[src/rtl/jtframe_dwnld_wrq_if.sv]
// SDRAM programming port: one word write held until the controller acknowledges it.
`timescale 1ns/1ps
interface jtframe_dwnld_wrq_if;
    logic        prog_we;
    logic [21:0] prog_addr;
    logic [15:0] prog_data;
    logic [1:0]  prog_mask;
    logic        prog_ack;

    modport master (output prog_we, prog_addr, prog_data, prog_mask, input prog_ack);
    modport slave  (input prog_we, prog_addr, prog_data, prog_mask, output prog_ack);
endinterface

[src/rtl/jtframe_dwnld_wrq.sv]
// Download byte stream -> 16-bit word FIFO -> SDRAM we/ack writes; JTFRAME_WRQ_MERGE_EN packs byte pairs.
// Push-to-prog_we 2 cycles, one low gap per write; in_full at one free entry, extra pushes drop and set ovf.
`timescale 1ns/1ps
module jtframe_dwnld_wrq #(
    parameter int DEPTH_LOG2   = 3,
    parameter int FLUSH_CYCLES = 16,
    parameter bit SWAB         = 1'b0
) (
    input  logic                  clk,
    input  logic                  rst_n,
    input  logic                  downloading,
    input  logic                  in_we,
    input  logic [22:0]           in_addr,
    input  logic [7:0]            in_data,
    output logic                  in_full,
    output logic                  ovf,
    output logic                  dwnld_busy,
    jtframe_dwnld_wrq_if.master   prog
);
    localparam int DEPTH = 1 << DEPTH_LOG2;
    localparam int IW    = $clog2(FLUSH_CYCLES + 1);

    typedef struct packed {
        logic [21:0] addr;
        logic [15:0] data;
        logic [1:0]  mask;
    } entry_t;

    typedef enum logic [1:0] {ST_IDLE, ST_WAIT, ST_GAP} state_t;

    logic       lane;
    logic [1:0] lane_bit;
    logic       dl_q, dl_rise;
    logic       push_vld, push_ok, pop, pack_busy;
    entry_t     push_dat;

    assign lane     = in_addr[0] ^ SWAB;
    assign lane_bit = lane ? 2'b10 : 2'b01;
    assign dl_rise  = downloading & ~dl_q;

`ifdef JTFRAME_WRQ_MERGE_EN
    entry_t         pack;
    logic           pack_vld, merge_hit, dl_fall, flush;
    logic [IW-1:0]  idle_cnt;
    logic [15:0]    merged;
    logic [1:0]     merged_mask;

    always_comb begin
        merge_hit   = pack_vld && (pack.addr == in_addr[22:1]) && ((pack.mask & lane_bit) != 2'b00);
        dl_fall     = dl_q & ~downloading;
        flush       = pack_vld && !in_we && !dl_rise &&
                      (dl_fall || idle_cnt >= IW'(FLUSH_CYCLES - 1));
        merged      = lane ? {in_data, pack.data[7:0]} : {pack.data[15:8], in_data};
        merged_mask = pack.mask & ~lane_bit;
        push_vld    = 1'b0;
        push_dat    = pack;
        if (in_we) begin
            if (merge_hit) begin
                push_vld = (merged_mask == 2'b00);
                push_dat = '{addr: pack.addr, data: merged, mask: 2'b00};
            end else begin
                push_vld = pack_vld;
            end
        end else begin
            push_vld = flush;
        end
    end

    // A stale pack left over from a previous window is discarded on the rising edge.
    always_ff @(posedge clk or negedge rst_n) begin
        if (!rst_n) begin
            pack_vld <= 1'b0;
            pack     <= '{addr: '0, data: '0, mask: 2'b11};
            idle_cnt <= '0;
        end else if (in_we) begin
            idle_cnt <= '0;
            if (merge_hit) begin
                pack.data <= merged;
                pack.mask <= merged_mask;
                if (merged_mask == 2'b00) pack_vld <= 1'b0;
            end else begin
                pack_vld <= 1'b1;
                pack     <= '{addr: in_addr[22:1], data: {in_data, in_data}, mask: ~lane_bit};
            end
        end else begin
            if (dl_rise)                          idle_cnt <= '0;
            else if (idle_cnt != IW'(FLUSH_CYCLES)) idle_cnt <= idle_cnt + IW'(1);
            if (flush || dl_rise) pack_vld <= 1'b0;
        end
    end

    assign pack_busy = pack_vld;
`else
    always_comb begin
        push_vld = in_we;
        push_dat = '{addr: in_addr[22:1], data: {in_data, in_data}, mask: ~lane_bit};
    end

    assign pack_busy = 1'b0;
`endif

    entry_t                mem [DEPTH];
    logic [DEPTH_LOG2-1:0] wr_ptr, rd_ptr;
    logic [DEPTH_LOG2:0]   count;
    state_t                state, state_nxt;
    logic                  we_q;
    entry_t                head_q;

    // A pop in the same cycle frees the slot, so a push at full still lands.
    assign push_ok = push_vld && ((count != (DEPTH_LOG2+1)'(DEPTH)) || pop);
    assign in_full = count >= (DEPTH_LOG2+1)'(DEPTH - 1);

    always_ff @(posedge clk) begin
        if (push_ok) mem[wr_ptr] <= push_dat;
    end

    always_ff @(posedge clk or negedge rst_n) begin
        if (!rst_n) begin
            wr_ptr <= '0;
            rd_ptr <= '0;
            count  <= '0;
            ovf    <= 1'b0;
            dl_q   <= 1'b0;
        end else begin
            dl_q <= downloading;
            if (push_ok) wr_ptr <= wr_ptr + DEPTH_LOG2'(1);
            if (pop)     rd_ptr <= rd_ptr + DEPTH_LOG2'(1);
            case ({push_ok, pop})
                2'b10:   count <= count + (DEPTH_LOG2+1)'(1);
                2'b01:   count <= count - (DEPTH_LOG2+1)'(1);
                default: count <= count;
            endcase
            if (dl_rise)                    ovf <= 1'b0;
            else if (push_vld && !push_ok)  ovf <= 1'b1;
        end
    end

    always_ff @(posedge clk or negedge rst_n) begin
        if (!rst_n) state <= ST_IDLE;
        else        state <= state_nxt;
    end

    always_comb begin
        state_nxt = state;
        pop       = 1'b0;
        case (state)
            ST_IDLE: if (count != '0) begin
                pop       = 1'b1;
                state_nxt = ST_WAIT;
            end
            ST_WAIT: if (prog.prog_ack) state_nxt = ST_GAP;
            ST_GAP:  state_nxt = ST_IDLE;
            default: state_nxt = ST_IDLE;
        endcase
    end

    always_ff @(posedge clk or negedge rst_n) begin
        if (!rst_n) begin
            we_q   <= 1'b0;
            head_q <= '{addr: '0, data: '0, mask: 2'b11};
        end else if (pop) begin
            we_q   <= 1'b1;
            head_q <= mem[rd_ptr];
        end else if (state == ST_WAIT && prog.prog_ack) begin
            we_q   <= 1'b0;
        end
    end

    assign prog.prog_we   = we_q;
    assign prog.prog_addr = head_q.addr;
    assign prog.prog_data = head_q.data;
    assign prog.prog_mask = head_q.mask;

    assign dwnld_busy = downloading | pack_busy | (count != '0) | (state != ST_IDLE);
endmodule
[src/flat_wrapper.sv]
// flat-port wrapper written by rule: the top's interface ports become plain ports
module jtframe_dwnld_wrq_flat 
#(
    parameter int DEPTH_LOG2   = 3,
    parameter int FLUSH_CYCLES = 16,
    parameter bit SWAB         = 1'b0
)
  (clk, rst_n, downloading, in_we, in_addr, in_data, in_full, ovf, dwnld_busy, prog_prog_we, prog_prog_addr, prog_prog_data, prog_prog_mask, prog_prog_ack);
  jtframe_dwnld_wrq_if prog_i ();
  input  logic clk;
  input  logic rst_n;
  input  logic downloading;
  input  logic in_we;
  input  logic [22:0] in_addr;
  input  logic [7:0] in_data;
  output logic in_full;
  output logic ovf;
  output logic dwnld_busy;
  output wire logic [$bits(prog_i.prog_we)-1:0] prog_prog_we;
  output wire logic [$bits(prog_i.prog_addr)-1:0] prog_prog_addr;
  output wire logic [$bits(prog_i.prog_data)-1:0] prog_prog_data;
  output wire logic [$bits(prog_i.prog_mask)-1:0] prog_prog_mask;
  input wire logic [$bits(prog_i.prog_ack)-1:0] prog_prog_ack;
  assign prog_prog_we = prog_i.prog_we;
  assign prog_prog_addr = prog_i.prog_addr;
  assign prog_prog_data = prog_i.prog_data;
  assign prog_prog_mask = prog_i.prog_mask;
  assign prog_i.prog_ack = prog_prog_ack;
  jtframe_dwnld_wrq #(.DEPTH_LOG2(DEPTH_LOG2), .FLUSH_CYCLES(FLUSH_CYCLES), .SWAB(SWAB)) u_core (.clk(clk), .rst_n(rst_n), .downloading(downloading), .in_we(in_we), .in_addr(in_addr), .in_data(in_data), .in_full(in_full), .ovf(ovf), .dwnld_busy(dwnld_busy), .prog(prog_i));
endmodule
[config.mk]
export PLATFORM = sky130hd
export DESIGN_NAME = jtframe_dwnld_wrq_flat
export DESIGN_NICKNAME = d
export VERILOG_FILES = /design/src/rtl/jtframe_dwnld_wrq_if.sv /design/src/rtl/jtframe_dwnld_wrq.sv /design/src/flat_wrapper.sv
export SDC_FILE = /design/constraint.sdc
export NUM_CORES = 1
export LEC_CHECK = 0
export CAP_MARGIN = 20
export CORE_ASPECT_RATIO = 1.5
export CORE_MARGIN = 2
export CORE_UTILIZATION = 45
export CTS_CLUSTER_SIZE = 28
export DETAILED_ROUTE_END_ITERATION = 10
export GPL_ROUTABILITY_DRIVEN = 0
export REMOVE_ABC_BUFFERS = 1
export SLEW_MARGIN = 5
export SYNTH_ARGS = -nofsm -noshare
export SYNTH_HDL_FRONTEND = slang
export SYNTH_SLANG_ARGS = --single-unit
[constraint.sdc]
create_clock -name clk -period 10.9 [get_ports clk]
set_input_delay 2.18 -clock clk [delete_from_list [all_inputs] [get_ports clk]]
set_output_delay 2.18 -clock clk [all_outputs]
set_load 0.01 [all_outputs]
# Word-level counts from Yosys, hierarchy flattened
# Memory sizes are Yosys's and may differ from the RTL's. A register that Yosys moved wholly into a read port is not among the register bits.
# Index checks and enable logic that the tools add are counted.
# W data, S select, Z words.
# classes
eq_ne	6
reduce_logical	13
n_lt_le_gt_ge	1
n_mux	13
addsub	4
bitwise_logic	5
# op_table
cell	count
$mux W1	8
$pmux W4 S2	1
$reduce_bool A2 Y1	4
$add A3 B1 Y3 const B	2
$mux W2	3
$add A4 B1 Y4 const B	1
$eq A2 B1 Y1 const B	2
$ge A4 B3 Y1 const B	1
$ne A4 B4 Y1 const B	1
$pmux W2 S2	1
$reduce_bool A4 Y1	1
$sub A4 B1 Y4 const B	1
$logic_and A1 B1 Y1	3
$eq A2 B2 Y1 const B	1
$logic_not A1 Y1	2
$logic_not A2 Y1	1
$ne A2 B1 Y1 const B	1
$ne A2 B2 Y1 const B	1
$not A2 Y2	1
$or A1 B1 Y1	2
$reduce_and A2 Y1	1
$and A1 B1 Y1	1
$logic_or A1 B1 Y1	1
$not A1 Y1	1
# word_totals
reg_bits	15
mem_bits_rw	320
mem_count	1
elab_cells	50
out_inout_bits	44
# mem_list
name	depth	width	rd	rd_ports_with_merged_regs	write_ports	line	rtl
u_core.mem	8	40	1	1	1	jtframe_dwnld_wrq.sv:102	entry_t mem [DEPTH];

# Logic depth before layout (Yosys ltp)
# logic_depth
word_depth	9
mapped_depth	11
depth_no_buf	10

# Worst setup path after synthesis
# No wires, ideal clock.
# synth_timing
kind	input port to flip-flop
start	in in_we
end	mem u_core.mem[1][0] (netlist name), enable pin
required_ns	10.439
setup_ns	0.461
slack_ns	5.961
path_stages	2
path_buffers	0
t_arrival_ns	4.478
cell_sequence	nand2_1 nor3_1
# synth_via
elab_chain_cells	3
# synth_lines
item	line	rtl
start: declaration	flat_wrapper.sv:13	input logic in_we;
$logic_and A1 B1 Y1	jtframe_dwnld_wrq.sv:110	assign push_ok = push_vld && ((count != (DEPTH_LOG2+1)'(DEPTH)) || pop);
$mux W1	jtframe_dwnld_wrq.sv:114	if (push_ok) mem[wr_ptr] <= push_dat;
$mux W1 (not written as such)	jtframe_dwnld_wrq.sv:114	
end: declaration	jtframe_dwnld_wrq.sv:102	
# Every way passes these cells.

# Final worst setup path
# layout_timing
start	in downloading
end	out dwnld_busy
# layout_via
elab_chain_cells	2
# layout_lines
item	line	rtl
start: declaration	flat_wrapper.sv:12	input logic downloading;
$or A1 B1 Y1 (2 in a row)	jtframe_dwnld_wrq.sv:174	assign dwnld_busy = downloading | pack_busy | (count != '0) | (state != ST_IDLE);
end: declaration	flat_wrapper.sv:18	output logic dwnld_busy;
# Every way passes these cells.

==> impl_metrics.py <==
metrics = {
    "outcome": {
        "outcome": "finished clean",
    },
    "synth": {
        "synthFlopType": "edfxtp_1",
        "synthTopCellsByArea": "edfxtp_1, mux2i_1, dfrtp_1",
        "syn_inst": 703,
        "synth-edff-count": 256,
        "synth_seq_area_share_pct": 74.5,
        "synth_top_area_share_pct": 64.6,
        "ys_warn_count": 0,
        "synth_cell_types": 35,
        "synth_area_um2": 11900,
        "syn_area_per_cell_um2": 16.9,
        "synthArstFlopShare_pct": 15.5,
        "ys_seq_elements": 303,
        "yosysTopAreaCell": "edfxtp_1",
    },
    "placement": {
        "io_buffers": 79,
        "dpl.hpwl_um": 12800,
        "place_area_um2": 13000,
    },
    "route": {
        "drt_iter0_markers": 366,
        "drt_pass1_iterations": 5,
        "wl_um": 23800,
        "drc_errors": 0,
        "via_per_inst": 5.40,
        "drt.antenna.violating_nets": 0,
        "via_count": 6132,
        "post_drt_wl_per_cell_um": 21.0,
    },
    "worst_setup_path": {
        "crit_fanout": 3,
        "rr_worst_depth": 10,
        "r2r-start": "u_core.count[1]",
        "r2r_setup_slack_ns": 7.60,
        "required_ns": 8.72,
        "setup.worst_path.end_class": "primary output",
        "reg2reg_to": "u_core.count[2]",
        "cp-start-kind": "input port",
        "worst-endpoint-arrival_ns": 3.59,
        "crit_type": "in -> out",
    },
    "clock_tree": {
        "clock-root-buffer": "clkbuf_16",
        "ctsLongestPathBuffers": 3,
        "clock_sinks": 303,
        "h-tree-depth": 1,
        "clock_latency_ns": 0.53,
        "post_cts_buffers": 0,
        "hold_buffers": 0,
        "cts_buffers": 29,
        "tritoncts": "yes",
        "ctsResizeCount": 0,
        "clkTransAtPathRegs_ns": 0.06,
    },
    "floorplanning": {
        "fp.dieW_um": 137,
        "rows": 72,
        "initial_core_util_pct": 46.0,
        "die_y_um": 203,
        "ios": 80,
        "die_area_um2": 27800,
        "core_area_um2": 25900,
    },
    "timing": {
        "setup-tns-final_ns": 0,
        "relSlewSlack_pct": 25.5,
        "drv_slew": 0,
        "max_freq_ghz": 0.173,
        "fin_crit_ns": 5.77,
        "setup_violations": 0,
        "min_period_over_period_pct": 52.9,
        "finalHoldViolCount": 0,
        "worst-slew-pin-transition_ns": 1.12,
        "clock_skew_ns": 0.0132,
        "rsz0062_at_grt": "false",
    },
    "power_and_ir_drop": {
        "combPwrFrac_pct": 31.4,
        "seqPwrFrac_pct": 43.6,
        "p_leak_uw": 0.00509,
        "peakVddDrop_mv": 0.211,
        "p_sw_uw": 1250,
        "cell_internal_pwr_uw": 2550,
        "clkPwrFrac_pct": 25.1,
        "p_per_area_nw_per_um2": 273,
        "p_sw_share_pct": 32.9,
    },
    "global_route": {
        "antenna_found_initial": 0,
        "overflow": 0,
        "grt_pass1_vias": 6570,
        "grt_pass1_wl_um": 37100,
        "grtUsageTotal_pct": 17.5,
        "grt_max_degree": 69,
    },
    "worst_hold_path": {
        "min_to": "u_core.prog.prog_mask[1]",
        "hp-start": "u_core.prog.prog_mask[1]",
        "hold_class": "reg -> reg",
        "min_path_cells": 2,
    },
    "flow_run": {
        "max_cap_viol_count": 0,
    },
    "finish": {
        "antenna-diode-count": 0,
        "design_area_um2": 13900,
        "drive_gt1_share_pct": 13.6,
        "syn2layout_area_growth_pct": 17.0,
        "fillers": 2045,
        "layout.nets": 822,
    },
}
-- Yosys cell counts, types with 2 or more instances --
master	number
xor2_1	3
nand3_2	28
edfxtp_1	256
nor2_1	12
a22oi_1	64
inv_1	3
o21ai_0	2
buf_4	21
nand3b_1	3
nand2b_1	3
buf_2	2
dfrtp_1	45
buf_6	5
ha_1	5
clkbuf_1	16
xnor2_1	6
dfstp_2	2
mux2_2	2
nand3_1	7
nor3_1	4
mux2i_1	128
nor2b_1	2
nand2_1	72
-- power groups by stage --
| stage | Clock (uW) | Combinational (uW) | Sequential (uW) |
|---|---|---|---|
| CTS | 974 | 1220 | 1660 |
| finish | 953 | 1190 | 1660 |
| global route | 1020 | 1310 | 1690 |
| global placement | 0 | 1190 | 1670 |
| floorplan | 0 | 742 | 1740 |
| detailed placement | 0 | 1210 | 1680 |
-- per-stage QoR --
stage	setup WS (ns)	instances	power, uW	hold slack [ns]	util (%)
floorplan	5.94	659	2480	0.453	-
global placement	5.13	1082	2850	0.448	50.2
detailed placement	5.14	1082	2900	0.454	50.2
CTS	5.13	1135	3850	0.461	53.7
global route	5.07	1136	4010	0.470	53.8
finish	5.13	1136	3800	0.460	53.8
-- cells in the final DEF, fill, tap and decap left out, drive strengths merged --
| master | n |
|---|---|
| inv | 5 |
| a2bb2oi | 1 |
| clkinv | 11 |
| a21oi | 1 |
| a2111oi | 1 |
| and2 | 1 |
| ha | 5 |
| buf | 13 |
| or4 | 2 |
| mux2i | 128 |
| nor2b | 2 |
| xnor2 | 6 |
| nand3 | 35 |
| edfxtp | 256 |
| clkdlybuf4s50 | 78 |
| dfrtp | 45 |
| nand2 | 74 |
| nor2 | 12 |
| o21ai | 2 |
| or3 | 1 |
| a22oi | 64 |
| clkinvlp | 4 |
| clkbuf | 36 |
| nor4b | 1 |
| bufinv | 1 |
| nand3b | 3 |
| xor2 | 3 |
| dfstp | 2 |
| nor3 | 4 |
| nor4 | 1 |
| nand2b | 3 |
| mux2 | 2 |
-- worst max-delay path, stage by stage --
cell,delay (ns)
clkdlybuf4s50_1,0.43
or4_1,0.48
clkdlybuf4s50_1,0.50
-- cell type report --
type / count / area, um^2 / area share [%]
Multi-Input combinational cell: 352 / 2800 / 20.1
Sequential cell: 303 / 8870 / 63.7
Inverter: 4 / 20.0 / 0.144
Timing Repair Buffer: 91 / 896 / 6.44
Tap cell: 333 / 417 / 2.99
Clock buffer: 36 / 792 / 5.69
Clock inverter: 17 / 121 / 0.872
-- how the worst max path moves through the flow --
stage	cells after the start	end	start
2_1_floorplan	3	u_core.rd_ptr[1]	u_core.rd_ptr[0]
3_3_place_gp	3	dwnld_busy	downloading
3_5_place_dp	3	dwnld_busy	downloading
4_1_cts	3	dwnld_busy	downloading
5_1_grt	3	dwnld_busy	downloading
6_report	3	dwnld_busy	downloading
-- state kept, by name, summed over array words and instances (netlist names) --
register / flops
u_core.state: 2
u_core.prog.prog_we: 1
u_core.prog.prog_mask: 2
u_core.prog.prog_data: 8
u_core.dl_q: 1
u_core.rd_ptr: 3
u_core.ovf: 1
u_core.count: 4
u_core.prog.prog_addr: 22
u_core.wr_ptr: 3
u_core.mem: 256
-- per-layer routing --
| layer | global-route usage [%] | wire length, um |
|---|---|---|
| met1 | 22.1 | 9900 |
| met2 | 31.6 | 12500 |
| met3 | 2.44 | 968 |
| met4 | 4.17 | 435 |
| met5 | 0 | 0 |
-- cell families (layout without fill, tap and decap cells) --
logic type	after synthesis	count (layout)	synth area share (%)
compound gates	69	69	4.31
xor+xnor	9	9	0.663
fa+ha+maj	5	5	0.526
buf+inv	48	148	2.56
flops	303	303	74.5
mux	130	130	11.0
simple gates	139	139	6.46
No activity file was read; power rests on OpenSTA's default activity.
